## config.mk

```make
export PLATFORM = sky130hd
export DESIGN_NAME = modem_ctrl
export DESIGN_NICKNAME = d
export VERILOG_FILES = /design/src/rtl/modem_ctrl.sv
export SDC_FILE = /design/constraint.sdc
export NUM_CORES = 1
export LEC_CHECK = 0
export ABC_AREA = 1
export BUFFER_PORTS_ARGS = -buffer_cell sky130_fd_sc_hd__buf_4
export CORE_MARGIN = 5
export CORE_UTILIZATION = 47
export DETAILED_ROUTE_END_ITERATION = 12
export GPL_ROUTABILITY_DRIVEN = 0
export PLACE_DENSITY = 0.77
export SLEW_MARGIN = 20
export SYNTH_ARGS = -nofsm -noshare
export SYNTH_HDL_FRONTEND = slang
export SYNTH_SLANG_ARGS = --single-unit
```

## constraint.sdc

```tcl
create_clock -name CLK -period 0.93 [get_ports CLK]
set_input_delay 0.186 -clock CLK [delete_from_list [all_inputs] [get_ports CLK]]
set_output_delay 0.186 -clock CLK [all_outputs]
set_load 0.1 [all_outputs]
```

## src/rtl/modem_ctrl.sv

```systemverilog
// UART modem control/status block: MCR storage, synchronised MSR with sticky
// deltas and modem interrupt, RTS auto-flow hysteresis and CTS-gated TX starts.
module modem_ctrl #(
    parameter int RX_LVL_W    = 5,
    parameter int RTS_OFF_LVL = 14,
    parameter int RTS_ON_LVL  = 8
) (
    input  logic                CLK,
    input  logic                RESET,
    input  logic                mcr_we,
    input  logic [5:0]          mcr_wdata,
    output logic [5:0]          mcr,
    input  logic                msr_re,
    output logic [7:0]          msr_rdata,
    output logic                modem_int,
    input  logic [RX_LVL_W-1:0] rx_level,
    input  logic                tx_req,
    output logic                tx_start,
    input  logic                tx_done,
    output logic                tx_stalled,
    input  logic                nCTS,
    input  logic                nDSR,
    input  logic                nRI,
    input  logic                nDCD,
    output logic                nRTS,
    output logic                nDTR,
    output logic                OUT1,
    output logic                OUT2
);

    localparam logic [RX_LVL_W-1:0] offLvl = RX_LVL_W'(RTS_OFF_LVL);
    localparam logic [RX_LVL_W-1:0] onLvl  = RX_LVL_W'(RTS_ON_LVL);

    typedef enum logic [1:0] {
        IDLE,
        BUSY,
        STALL
    } txState_t;

    logic       loopEn;
    logic       afeEn;
    logic [3:0] modemIn;     // {nDCD, nRI, nDSR, nCTS} after the loopback mux
    logic [3:0] syncMeta;
    logic [3:0] syncOut;
    logic [3:0] status;      // {DCD, RI, DSR, CTS}
    logic [3:0] prevStatus;
    logic [3:0] deltaSet;    // {DDCD, TERI, DDSR, DCTS}
    logic [3:0] deltaQ;
    logic       flowOk;
    logic       txAllow;
    txState_t   state;
    txState_t   nextState;
    logic       startNext;

    assign loopEn = mcr[4];
    assign afeEn  = mcr[5];

    always_ff @(posedge CLK or posedge RESET) begin
        if (RESET) begin
            mcr <= 6'h00;
        end else if (mcr_we) begin
            mcr <= mcr_wdata;
        end
    end

    // Loopback feeds the synchronizer so both paths share the same latency.
    assign modemIn = loopEn ? ~{mcr[3], mcr[2], mcr[0], mcr[1]}
                            : {nDCD, nRI, nDSR, nCTS};

    assign status   = ~syncOut;
    assign deltaSet = {status[3] ^ prevStatus[3],
                       prevStatus[2] & ~status[2],
                       status[1] ^ prevStatus[1],
                       status[0] ^ prevStatus[0]};

    // NOTE: sequential state uses non-blocking assignments so every flop samples pre-edge values.
    always_ff @(posedge CLK or posedge RESET) begin
        if (RESET) begin
            syncMeta   <= 4'hF;
            syncOut    <= 4'hF;
            prevStatus <= 4'h0;
            deltaQ     <= 4'h0;
        end else begin
            syncMeta   <= modemIn;
            syncOut    <= syncMeta;
            prevStatus <= status;
            deltaQ     <= (deltaQ & ~{4{msr_re}}) | deltaSet;
        end
    end

    assign msr_rdata = {status, deltaQ};
    assign modem_int = |deltaQ;

    always_ff @(posedge CLK or posedge RESET) begin
        if (RESET) begin
            flowOk <= 1'b1;
        end else if (!afeEn) begin
            flowOk <= 1'b1;
        end else if (rx_level >= offLvl) begin
            flowOk <= 1'b0;
        end else if (rx_level <= onLvl) begin
            flowOk <= 1'b1;
        end
    end

    always_ff @(posedge CLK or posedge RESET) begin
        if (RESET) begin
            nRTS <= 1'b1;
            nDTR <= 1'b1;
            OUT1 <= 1'b1;
            OUT2 <= 1'b1;
        end else if (loopEn) begin
            nRTS <= 1'b1;
            nDTR <= 1'b1;
            OUT1 <= 1'b1;
            OUT2 <= 1'b1;
        end else begin
            nRTS <= ~(mcr[1] & flowOk);
            nDTR <= ~mcr[0];
            OUT1 <= ~mcr[2];
            OUT2 <= ~mcr[3];
        end
    end

    assign txAllow = ~afeEn | status[0];

    // NOTE: defaults first in always_comb so no path leaves a signal unassigned (no latches).
    always_comb begin
        nextState = state;
        startNext = 1'b0;
        case (state)
            IDLE: begin
                if (tx_req && txAllow) begin
                    startNext = 1'b1;
                    nextState = BUSY;
                end else if (tx_req) begin
                    nextState = STALL;
                end
            end
            BUSY: begin
                if (tx_done) begin
                    nextState = IDLE;
                end
            end
            STALL: begin
                if (txAllow || !tx_req) begin
                    nextState = IDLE;
                end
            end
            default: nextState = IDLE;
        endcase
    end

    always_ff @(posedge CLK or posedge RESET) begin
        if (RESET) begin
            state    <= IDLE;
            tx_start <= 1'b0;
        end else begin
            state    <= nextState;
            tx_start <= startNext;
        end
    end

    assign tx_stalled = (state == STALL);

endmodule

```

==> results_dict.tcl, run 1 <==
set metrics [dict create \
    grt_max_degree 31 \
    row_count 17 \
    place_hpwl_um 1780 \
    yosysWarnings 0 \
    grt_worst_setup_endpoint "modem_int" \
    synth_cell_types 13 \
    numCtsBuffers 5 \
    die_height_um 58.8 \
    syn_area_per_cell_um2 11.5 \
    synthCells 97 \
    io_pins 42 \
    die_x_um 58.8 \
    preCtsSetupSlack_ns -0.128 \
    worst-ep-kind "output port" \
    htreeDepth 2 \
    error "[ERROR DPL-0038] Utilization greater than 100%, impossible to legalize" \
    cts.sinks 30 \
    status "stopped before the end" \
    dpl_cell_area_mm2 0.00161 \
    synth-seq-cells 30 \
    ys_seq_area_share_pct 68.6 \
    start_util_pct 50.1 \
    port-buffer-count 41 \
    cts_buffer_depth 2 \
    lastStage "5_1_grt" \
    syn_nets 118 \
    root_buffer "clkbuf_4" \
    synthesis.area_mm2 0.00112 \
]
cell families after synthesis:
kind of cell / share of synthesized area, %
buffers and inverters: 6.49
AO/OA/AOI/OAI: 6.49
multiplexers: 6.71
flip-flops: 68.6
AND/OR/NAND/NOR: 11.7
synthesized netlist by cell type, drive strengths merged:
master / count / area share (%)
inv: 15 / 5.0
o21ai: 10 / 4.5
o21a: 3 / 2.0
mux2: 5 / 6.7
buf: 2 / 1.5
nor2: 3 / 1.0
nand3: 5 / 2.2
dfrtp: 17 / 38
nand4: 2 / 1.1
dfstp: 13 / 31
nand2: 22 / 7.4
timing repair:
action / in CTS
hold buffers: 1
hold endpoints to repair: 17
setup endpoints to repair: 25
buffers inserted: 8
pin swaps: 4
resized for setup: 74
per-stage QoR:
| stage | hold slack, ns | instances |
|---|---|---|
| floorplan | 0.267 | 97 |
| global placement | 0.236 | 173 |
| detailed placement | 0.244 | 173 |
| CTS | 0.0550 | 190 |
==> inputs of run 2 (changes only) <==
--- a/config.mk
+++ b/config.mk
@@ -7,11 +7,11 @@
 export LEC_CHECK = 0
 export ABC_AREA = 1
 export BUFFER_PORTS_ARGS = -buffer_cell sky130_fd_sc_hd__buf_4
-export CORE_MARGIN = 5
-export CORE_UTILIZATION = 47
+export CORE_AREA = 5 5 66 68
 export DETAILED_ROUTE_END_ITERATION = 12
+export DIE_AREA = 0 0 71 73
 export GPL_ROUTABILITY_DRIVEN = 0
-export PLACE_DENSITY = 0.77
+export PLACE_DENSITY_LB_ADDON = 0.15
 export SLEW_MARGIN = 20
 export SYNTH_ARGS = -nofsm -noshare
 export SYNTH_HDL_FRONTEND = slang
==> run 2 against run 1 <==
Net effect:
- synthesized area is the same
- synthesized cell count is the same
- the flow now finishes, with violations (negative setup slack)
==> results_dict.tcl, run 2 <==
set metrics [dict create \
    largest-register "mcr" \
    yosysWarnings 0 \
    largest_reg_flops 6 \
    finClkSkew_ns 0.00505 \
    setup_viol 29 \
    regArea_um2 821 \
    yosys-top-cells-count "nand2_1, dfrtp_1, inv_1" \
    worstSetupStartpointType "flop" \
    syn_area_per_cell_um2 11.5 \
    dr.pass1.iters 2 \
    ff2ff_path_depth 2 \
    grt_antenna_before_repair 0 \
    antenna_cells 0 \
    layout.nets 191 \
    r2r_end "mcr[5]$_DFFE_PP0P_" \
    multi_input_area_um2 353 \
    fin_ws_ns -0.375 \
    start_util_pct 29.4 \
    fin_area_mm2 0.00218 \
    min_from "nRI" \
    ys.flop_type "dfrtp_1" \
    die_area_mm2 0.00518 \
    grt_max_degree 31 \
    synth-seq-cells 30 \
    root_buffer "clkbuf_8" \
    syn_nets 118 \
    drv_slew 0 \
    ys_seq_area_share_pct 68.6 \
    preCtsSetupSlack_ns -0.127 \
    power.leakage_uw 0.00102 \
    fin_crit_ns 1.31 \
    worst_slew_pin_slew_ns 0.278 \
    io_pins 42 \
    cts.sinks 30 \
    insertion_delay_ns 0.28 \
    hold_depth 3 \
    synthesis.area_mm2 0.00112 \
    synth_edf_count 0 \
    synth_area_leader_cell "dfrtp_1" \
    ant_nets 0 \
    rr_startpoint "mcr[5]$_DFFE_PP0P_" \
    synth_cell_types 13 \
    cts_buffer_depth 2 \
    num_vias 958 \
    worstPathRequired_ns 0.74 \
    crit_type "reg -> out" \
    path_cells "inv_2 -> nand4_1 -> buf_6" \
    cts_tree "built" \
    crit_path_end_kind "output port" \
    violations "negative setup slack" \
    powerDensity_mw_per_mm2 2420 \
    crit_path_max_incr_delay_ns 0.47 \
    fin_crit_sh_pct 140 \
    clkTransAtPathRegs_ns 0.06 \
    grt-ovfl-total 0 \
    async_reset_ff_share_pct 100 \
    drc 0 \
    synth_most_common_cell "nand2_1" \
    numCtsBuffers 5 \
    port-buffer-count 41 \
    hold-path-endpoint "syncMeta[2]$_DFF_PP1_" \
    grt_pass1_wl_um 4310 \
    core_area_mm2 0.00380 \
    mostFrequentLayoutCells "buf_4, buf_12, nand2_1, buf_6, dfrtp_4" \
    wl_per_cell_um 12.0 \
    grtUsageTotal_pct 11.3 \
    arrival_ns 1.12 \
    place_hpwl_um 1750 \
    dr.first_iter.drc_count 23 \
    synthCells 97 \
    die_height_um 73 \
    synth_top_cell_area_share_pct 38.0 \
    worstPathMaxFanout 2 \
    htreeDepth 2 \
    synth_area_leaders "dfrtp_1, dfstp_2, nand2_1" \
    fmax_mhz 766 \
    row_count 23 \
    slew_headroom_pct 81.6 \
    worst-r2r-setup-slack_ns -0.08 \
    die_x_um 71 \
    wl_um 2650 \
    grt_pass1_vias 955 \
    fill_cells 331 \
    hold_path.class "in -> reg" \
    max_cap_violations 0 \
    crit_slowest_cell "dfrtp_4" \
    drt-vias-per-instance 4.33 \
    drive_gt1_share_pct 74.9 \
    final_common_cell "buf_4" \
    status "complete, but fails checks" \
    ir_worst_vdd_uv 1120 \
    rsz0062_at_grt "true" \
    dpl_cell_area_mm2 0.00164 \
    syn2layout_area_growth_pct 95.0 \
    final_hold_viol_count 0 \
]
## run 2: metal layers
layer	global-route usage [%]	part of all wire (%)	vias up
li1	-	-	455
met1	10.9	34	467
met2	19.9	56	29
met3	4.27	6.5	7
met4	7.72	2.5	0
met5	0	0	-
## run 2: where the power goes
part           switching, uW  leakage (uW)  total, uW  internal (uW)
Sequential               167      0.000327       1770           1610
Clock                    432     0.0000395        962            530
Combinational           1530      0.000649       2540           1010
## run 2: cell families after synthesis
family	count (synthesis)	share of synthesized area [%]
buffers and inverters	17	6.49
AOI/OAI and AO/OA	13	6.49
DFF	30	68.6
and+or+nand+nor	32	11.7
muxes	5	6.71
## run 2: area by class of cell
class / count / share of cell area [%]
Timing Repair inverter: 1 / 0.287
Tap cell: 50 / 2.87
Timing Repair Buffer: 67 / 36.1
Clock buffer: 8 / 3.67
Sequential cell: 30 / 37.6
Inverter: 15 / 3.21
Multi-Input combinational cell: 50 / 16.2
## run 2: critical path, delay by kind of cell (launching register included)
family,cells,cell delay (ns)
flops,1,0.47
buf+inv,2,0.27
simple gates,1,0.11
## run 2: repair_timing
item / CTS / global route
endpoints found under the setup margin: 24 / 36
hold endpoints to repair: 17 / 0
cloned: 0 / 1
setup buffers: 9 / 9
pin swaps: 2 / 7
gates resized for setup: 68 / 23
hold buffers: 1 / 0
## run 2: per-stage QoR
step / hold WS [ns] / TNS (ns) / total power, uW / instances / util, %
after detailed placement: 0.245 / -0.941 / 3580 / 196 / 43.2
after CTS: 0.106 / -6.11 / 5050 / 214 / 54.1
final: 0.113 / -5.81 / 5280 / 221 / 57.4
after global placement: 0.240 / -0.806 / 3540 / 196 / 43.2
after global routing: 0.108 / -6.83 / 5530 / 221 / 57.4
after floorplan: 0.267 / -4.42 / 3110 / 97 / -
## run 2: how the worst max path moves through the flow
| stage | slack (ns) | endpoint | start |
|---|---|---|---|
| 2_1_floorplan | -0.86 | modem_int | deltaQ[0]$_DFF_PP0_ |
| 3_3_place_gp | -0.12 | OUT2 | OUT2$_DFF_PP1_ |
| 3_5_place_dp | -0.13 | OUT1 | OUT1$_DFF_PP1_ |
| 4_1_cts | -0.39 | modem_int | deltaQ[0]$_DFF_PP0_ |
| 5_1_grt | -0.43 | modem_int | deltaQ[0]$_DFF_PP0_ |
| 6_report | -0.38 | modem_int | deltaQ[0]$_DFF_PP0_ |
Power figures use the tool's default switching activity.
